File: config.mk
export PLATFORM = sky130hd
export DESIGN_NAME = bus_demux4
export DESIGN_NICKNAME = d
export VERILOG_FILES = /design/src/rtl/bus_pkg.sv /design/src/rtl/mux4.sv /design/src/rtl/bus_demux4.sv
export SDC_FILE = /design/constraint.sdc
export NUM_CORES = 1
export LEC_CHECK = 0
export CORE_AREA = 3 3 123 125
export DETAILED_ROUTE_END_ITERATION = 10
export DIE_AREA = 0 0 126 128
export HOLD_SLACK_MARGIN = 0.08
export PLACE_DENSITY = 0.81
export RECOVER_POWER = 50
export SYNTH_ARGS = -nofsm -noshare
export SYNTH_HDL_FRONTEND = slang
export SYNTH_SLANG_ARGS = --single-unit
File: constraint.sdc
create_clock -name clk -period 3.2 [get_ports clk]
set_input_delay 0.64 -clock clk [delete_from_list [all_inputs] [get_ports clk]]
set_output_delay 0.64 -clock clk [all_outputs]
set_load 0.03 [all_outputs]
File: src/rtl/bus_pkg.sv
// rtl/bus_pkg.sv - shared types and constants for the 1-to-4 data-bus router
package bus_pkg;

  localparam int          NUM_TGT   = 4;
  localparam logic [31:0] ERR_RDATA = 32'hDEAD_BEEF;

  typedef enum logic [1:0] {IDLE, REQ, WAIT, RESP} state_t;

  typedef logic [1:0] tgt_sel_t;

  // One-hot request-valid vector for the selected target.
  function automatic logic [NUM_TGT-1:0] tgt_onehot(input tgt_sel_t s);
    logic [NUM_TGT-1:0] v;
    v    = '0;
    v[s] = 1'b1;
    return v;
  endfunction

endpackage

File: src/rtl/mux4.sv
// rtl/mux4.sv - 4-input data multiplexer
module mux4 #(
  parameter int WIDTH = 32
) (
  input  logic [1:0]       sel,
  input  logic [WIDTH-1:0] d0,
  input  logic [WIDTH-1:0] d1,
  input  logic [WIDTH-1:0] d2,
  input  logic [WIDTH-1:0] d3,
  output logic [WIDTH-1:0] y
);

  // Pure combinational select.
  always_comb begin
    y = d0;
    case (sel)
      2'd0:    y = d0;
      2'd1:    y = d1;
      2'd2:    y = d2;
      default: y = d3;
    endcase
  end

endmodule

File: src/rtl/bus_demux4.sv
// rtl/bus_demux4.sv - 1-to-4 load/store router, one outstanding transaction; optional watchdog via BUS_TIMEOUT_EN
module bus_demux4
  import bus_pkg::*;
#(
  parameter int                 SEL_LSB        = 28,
  parameter logic [NUM_TGT-1:0] TGT_EN         = 4'b1111,
  parameter int                 TIMEOUT_CYCLES = 256
) (
  input  logic               clk,
  input  logic               rst_n,
  input  logic               req_valid,
  output logic               req_ready,
  input  logic [31:0]        req_addr,
  input  logic               req_we,
  input  logic [31:0]        req_wdata,
  input  logic [3:0]         req_wstrb,
  output logic               rsp_valid,
  output logic [31:0]        rsp_rdata,
  output logic               rsp_err,
  output logic [NUM_TGT-1:0] t_req_valid,
  input  logic [NUM_TGT-1:0] t_req_ready,
  output logic [31:0]        t_addr,
  output logic               t_we,
  output logic [31:0]        t_wdata,
  output logic [3:0]         t_wstrb,
  input  logic [NUM_TGT-1:0] t_rsp_valid,
  input  logic [31:0]        t_rsp_rdata0,
  input  logic [31:0]        t_rsp_rdata1,
  input  logic [31:0]        t_rsp_rdata2,
  input  logic [31:0]        t_rsp_rdata3
);

  state_t      state, state_nx;
  tgt_sel_t    sel;
  tgt_sel_t    req_sel;
  logic        accept;
  logic        rsp_hit;
  logic        timeout;
  logic        err_q;
  logic [31:0] rdata_q;
  logic [31:0] mux_y;

  assign req_sel = req_addr[SEL_LSB+1:SEL_LSB];
  assign accept  = (state == IDLE) && req_valid;
  // A response counts only from the selected target, and in REQ only together with its ready.
  assign rsp_hit = t_rsp_valid[sel] &&
                   ((state == WAIT) || ((state == REQ) && t_req_ready[sel]));

`ifdef BUS_TIMEOUT_EN
  localparam int WDOG_W = $clog2(TIMEOUT_CYCLES + 1);

  logic [WDOG_W-1:0] wdog;

  // Watchdog: counts cycles spent in REQ/WAIT, held at zero everywhere else.
  always_ff @(posedge clk or negedge rst_n) begin
    if (!rst_n) begin
      wdog <= '0;
    end else if ((state == REQ) || (state == WAIT)) begin
      wdog <= wdog + 1'b1;
    end else begin
      wdog <= '0;
    end
  end

  assign timeout = ((state == REQ) || (state == WAIT)) &&
                   (wdog == WDOG_W'(TIMEOUT_CYCLES - 1));
`else
  // Watchdog compiled out: constant false, transactions wait indefinitely.
  assign timeout = (TIMEOUT_CYCLES < 0);
`endif

  // State register.
  always_ff @(posedge clk or negedge rst_n) begin
    if (!rst_n) begin
      state <= IDLE;
    end else begin
      state <= state_nx;
    end
  end

  // Next-state decode; a real response wins over a coincident timeout.
  always_comb begin
    state_nx = state;
    case (state)
      IDLE: begin
        if (req_valid) begin
          state_nx = TGT_EN[req_sel] ? REQ : RESP;
        end
      end
      REQ: begin
        if (rsp_hit || timeout) begin
          state_nx = RESP;
        end else if (t_req_ready[sel]) begin
          state_nx = WAIT;
        end
      end
      WAIT: begin
        if (rsp_hit || timeout) begin
          state_nx = RESP;
        end
      end
      RESP:    state_nx = IDLE;
      default: state_nx = IDLE;
    endcase
  end

  // Request fields and target select, latched on accept and held until the next accept.
  always_ff @(posedge clk or negedge rst_n) begin
    if (!rst_n) begin
      sel     <= '0;
      t_addr  <= '0;
      t_we    <= 1'b0;
      t_wdata <= '0;
      t_wstrb <= '0;
    end else if (accept) begin
      sel     <= req_sel;
      t_addr  <= req_addr;
      t_we    <= req_we;
      t_wdata <= req_wdata;
      t_wstrb <= req_wstrb;
    end
  end

  // Response data/error capture: unmapped error at accept, target data on hit, error on timeout.
  always_ff @(posedge clk or negedge rst_n) begin
    if (!rst_n) begin
      err_q   <= 1'b0;
      rdata_q <= '0;
    end else if (accept) begin
      err_q   <= ~TGT_EN[req_sel];
      rdata_q <= TGT_EN[req_sel] ? 32'h0 : ERR_RDATA;
    end else if (rsp_hit) begin
      err_q   <= 1'b0;
      rdata_q <= t_we ? 32'h0 : mux_y;
    end else if (timeout) begin
      err_q   <= 1'b1;
      rdata_q <= ERR_RDATA;
    end
  end

  mux4 #(.WIDTH(32)) u_rsp_mux (
    .sel (sel),
    .d0  (t_rsp_rdata0),
    .d1  (t_rsp_rdata1),
    .d2  (t_rsp_rdata2),
    .d3  (t_rsp_rdata3),
    .y   (mux_y)
  );

  assign req_ready   = (state == IDLE);
  assign rsp_valid   = (state == RESP);
  assign rsp_rdata   = rsp_valid ? rdata_q : 32'h0;
  assign rsp_err     = rsp_valid & err_q;
  assign t_req_valid = (state == REQ) ? tgt_onehot(sel) : '0;

endmodule

==> results_dict.tcl <==
set metrics [dict create \
    hold_viol 0 \
    coreArea_um2 14000 \
    power_leakage_nw 3.66 \
    drc 0 \
    slew_headroom -0.557 \
    critPathSlowestCell "clkdlybuf4s50_1" \
    fp.dieArea_um2 16100 \
    crit_top_cell "nor2b_1" \
    drt-initial-drc-count 205 \
    failed_checks "max-capacitance violations, max-slew violations" \
    routed_via_density 4.90 \
    die_w_um 126 \
    yosys_warnings 0 \
    gp_routability_congestion 0.826 \
    postRouteAntennaNets 0 \
    h-tree-depth 3 \
    antenna_found_initial 0 \
    fillers 1072 \
    cts-buffers-inserted 9 \
    critPathBufInv 2 \
    cts.path.max_buffers 2 \
    diodes 0 \
    hp-class "register to register" \
    path_clk_slew_ns 0.07 \
    rsz0062_at_grt "no" \
    vias 4162 \
    clock_latency_ns 0.34 \
    dieHeight_um 128 \
    critPathLaunchType "register" \
    dp_cells 835 \
    fin_crit_sh 0.915 \
    crit_arrival_ns 2.29 \
    ys_ff_latch 103 \
    ctsHoldBuffers 0 \
    cts_setup_buffers 0 \
    mostFrequentLayoutCells "clkdlybuf4s50_1 (313), dfrtp_1 (101), mux2_2 (72)" \
    drtPass1Iterations 4 \
    finalNetCount 878 \
    syn_nets 572 \
    drt_wl_total_um 16700 \
    rows 43 \
    slowest_delay_ns 0.70 \
    avgSynthCellArea_um2 15.0 \
    grt_pass1_vias 4663 \
    slew_viol_final 111 \
    area_growth_pct 66.2 \
    hpwl_um 13300 \
    drv_cap 2 \
    ir_drop_uv 674 \
    grt_max_degree 70 \
    instances_no_fill 850 \
    ios 316 \
    status "finished with violations" \
    r2r_slack_ns 0.33 \
    port_buffers 314 \
    required_ns 2.56 \
    cts-root-buf "clkbuf_16" \
    grt_pass1_wl_um 25400 \
    hold-worst-slack_ns 0.503 \
    finClkSkew_ns 0.00387 \
    cp_cell_sequence "inv_1, ha_1, nor2b_1, nor2b_1, clkdlybuf4s50_1" \
    ys_seq_area_frac 0.478 \
    crit_fanout 5 \
    worst_setup_path_end_kind "output port" \
    synthDistinctLibCells 27 \
    routedWlPerCell_um 19.6 \
    start_util 0.386 \
    cts.sinks 103 \
    setup_viol 0 \
    p_per_area_nw_per_um2 963 \
    final_common_cell "clkdlybuf4s50_1" \
    grt_remaining_overflow 0 \
    critPathTopFamily "buffers and inverters" \
    drive_gt1_frac 0.246 \
    critical_path_class "register to output port" \
    synthCells 360 \
    finalCriticalPeriod_ns 2.93 \
    fmax_mhz 341 \
    worst_slew_pin_slew_ns 2.34 \
    setup_tns_ns 0 \
    cts_resized 0 \
    cts_tree "built" \
    syn_area_um2 5400 \
    track_usage 0.203 \
]
[metrics by stage]
stage               utilization  cell area, µm²  setup WS [ns]  total power, mW
finish                    0.641            8970          0.271             8.64
detailed placement        0.621            8690          0.595             7.62
global placement          0.621            8690          0.628             7.47
floorplan                     -            5400           1.08             5.75
CTS                       0.642            8990          0.250             8.76
global route              0.641            8970          0.130             9.10
[synth_stat cells (all sizes together)]
| cell type | number | area, µm² |
|---|---|---|
| a221oi | 2 | 23.8 |
| clkbuf | 13 | 48.8 |
| o31a | 1 | 8.76 |
| dfrtp | 103 | 2580 |
| and2 | 34 | 213 |
| o22a | 1 | 8.76 |
| buf | 13 | 110 |
| a21oi | 1 | 5.00 |
| inv | 4 | 15.0 |
| nor2b | 35 | 219 |
| or2 | 1 | 6.26 |
| and3 | 1 | 6.26 |
| nand2 | 2 | 7.51 |
| conb | 1 | 3.75 |
| mux4 | 34 | 766 |
| a31o | 2 | 17.5 |
| nand2b | 3 | 18.8 |
| o21ai | 2 | 13.8 |
| mux2 | 103 | 1280 |
| ha | 4 | 50.1 |
[sequential cells by signal (all words and copies together) (netlist names)]
name,flops
t_wstrb,4
t_addr,32
t_wdata,32
state,2
t_we,1
rdata_q,32
[path summary, 6_finish.rpt]
path                            start        endpoint  depth (start not counted)
max reg2reg                  state[0]     t_wdata[14]                          5
min in group asynchronous       rst_n     t_wdata[23]                          1
min                        t_addr[26]      t_addr[26]                          1
min reg2reg                t_addr[26]      t_addr[26]                          1
max                          state[1]  t_req_valid[0]                          5
max in group asynchronous       rst_n      t_addr[29]                          1
[report_power, final]
part	switching, mW	internal (mW)
clock	0.497	0.609
combinational	2.46	2.72
sequential	0.414	1.93
total	3.37	5.27
[per-layer routing]
metal  routed length (µm)  vias to the layer above  global-route usage
li1                     -                     1899                   -
met1                 6060                     2042               0.224
met2                 8990                      193               0.373
met3                 1220                       28              0.0613
met4                  376                        0              0.0631
met5                    0                        -                   0
[final cells by class]
type | count | area [µm²] | share of cell area
clock buffers | 9 | 225 | 0.0251
clock inverters | 6 | 70.1 | 0.00781
inverters | 4 | 15.0 | 0.00167
multi-input cells | 227 | 2650 | 0.296
flip-flops and latches | 103 | 2580 | 0.288
well taps | 180 | 225 | 0.0251
repair buffers | 321 | 3200 | 0.357
[logic make-up after synthesis]
family / synth area share
AOI/OAI and AO/OA: 0.0144
adders and majority gates: 0.00928
buffers and inverters: 0.0322
DFF: 0.478
muxes: 0.378
other: 0.000695
and+or+nand+nor: 0.0872
Power figures use the tool's default switching activity.
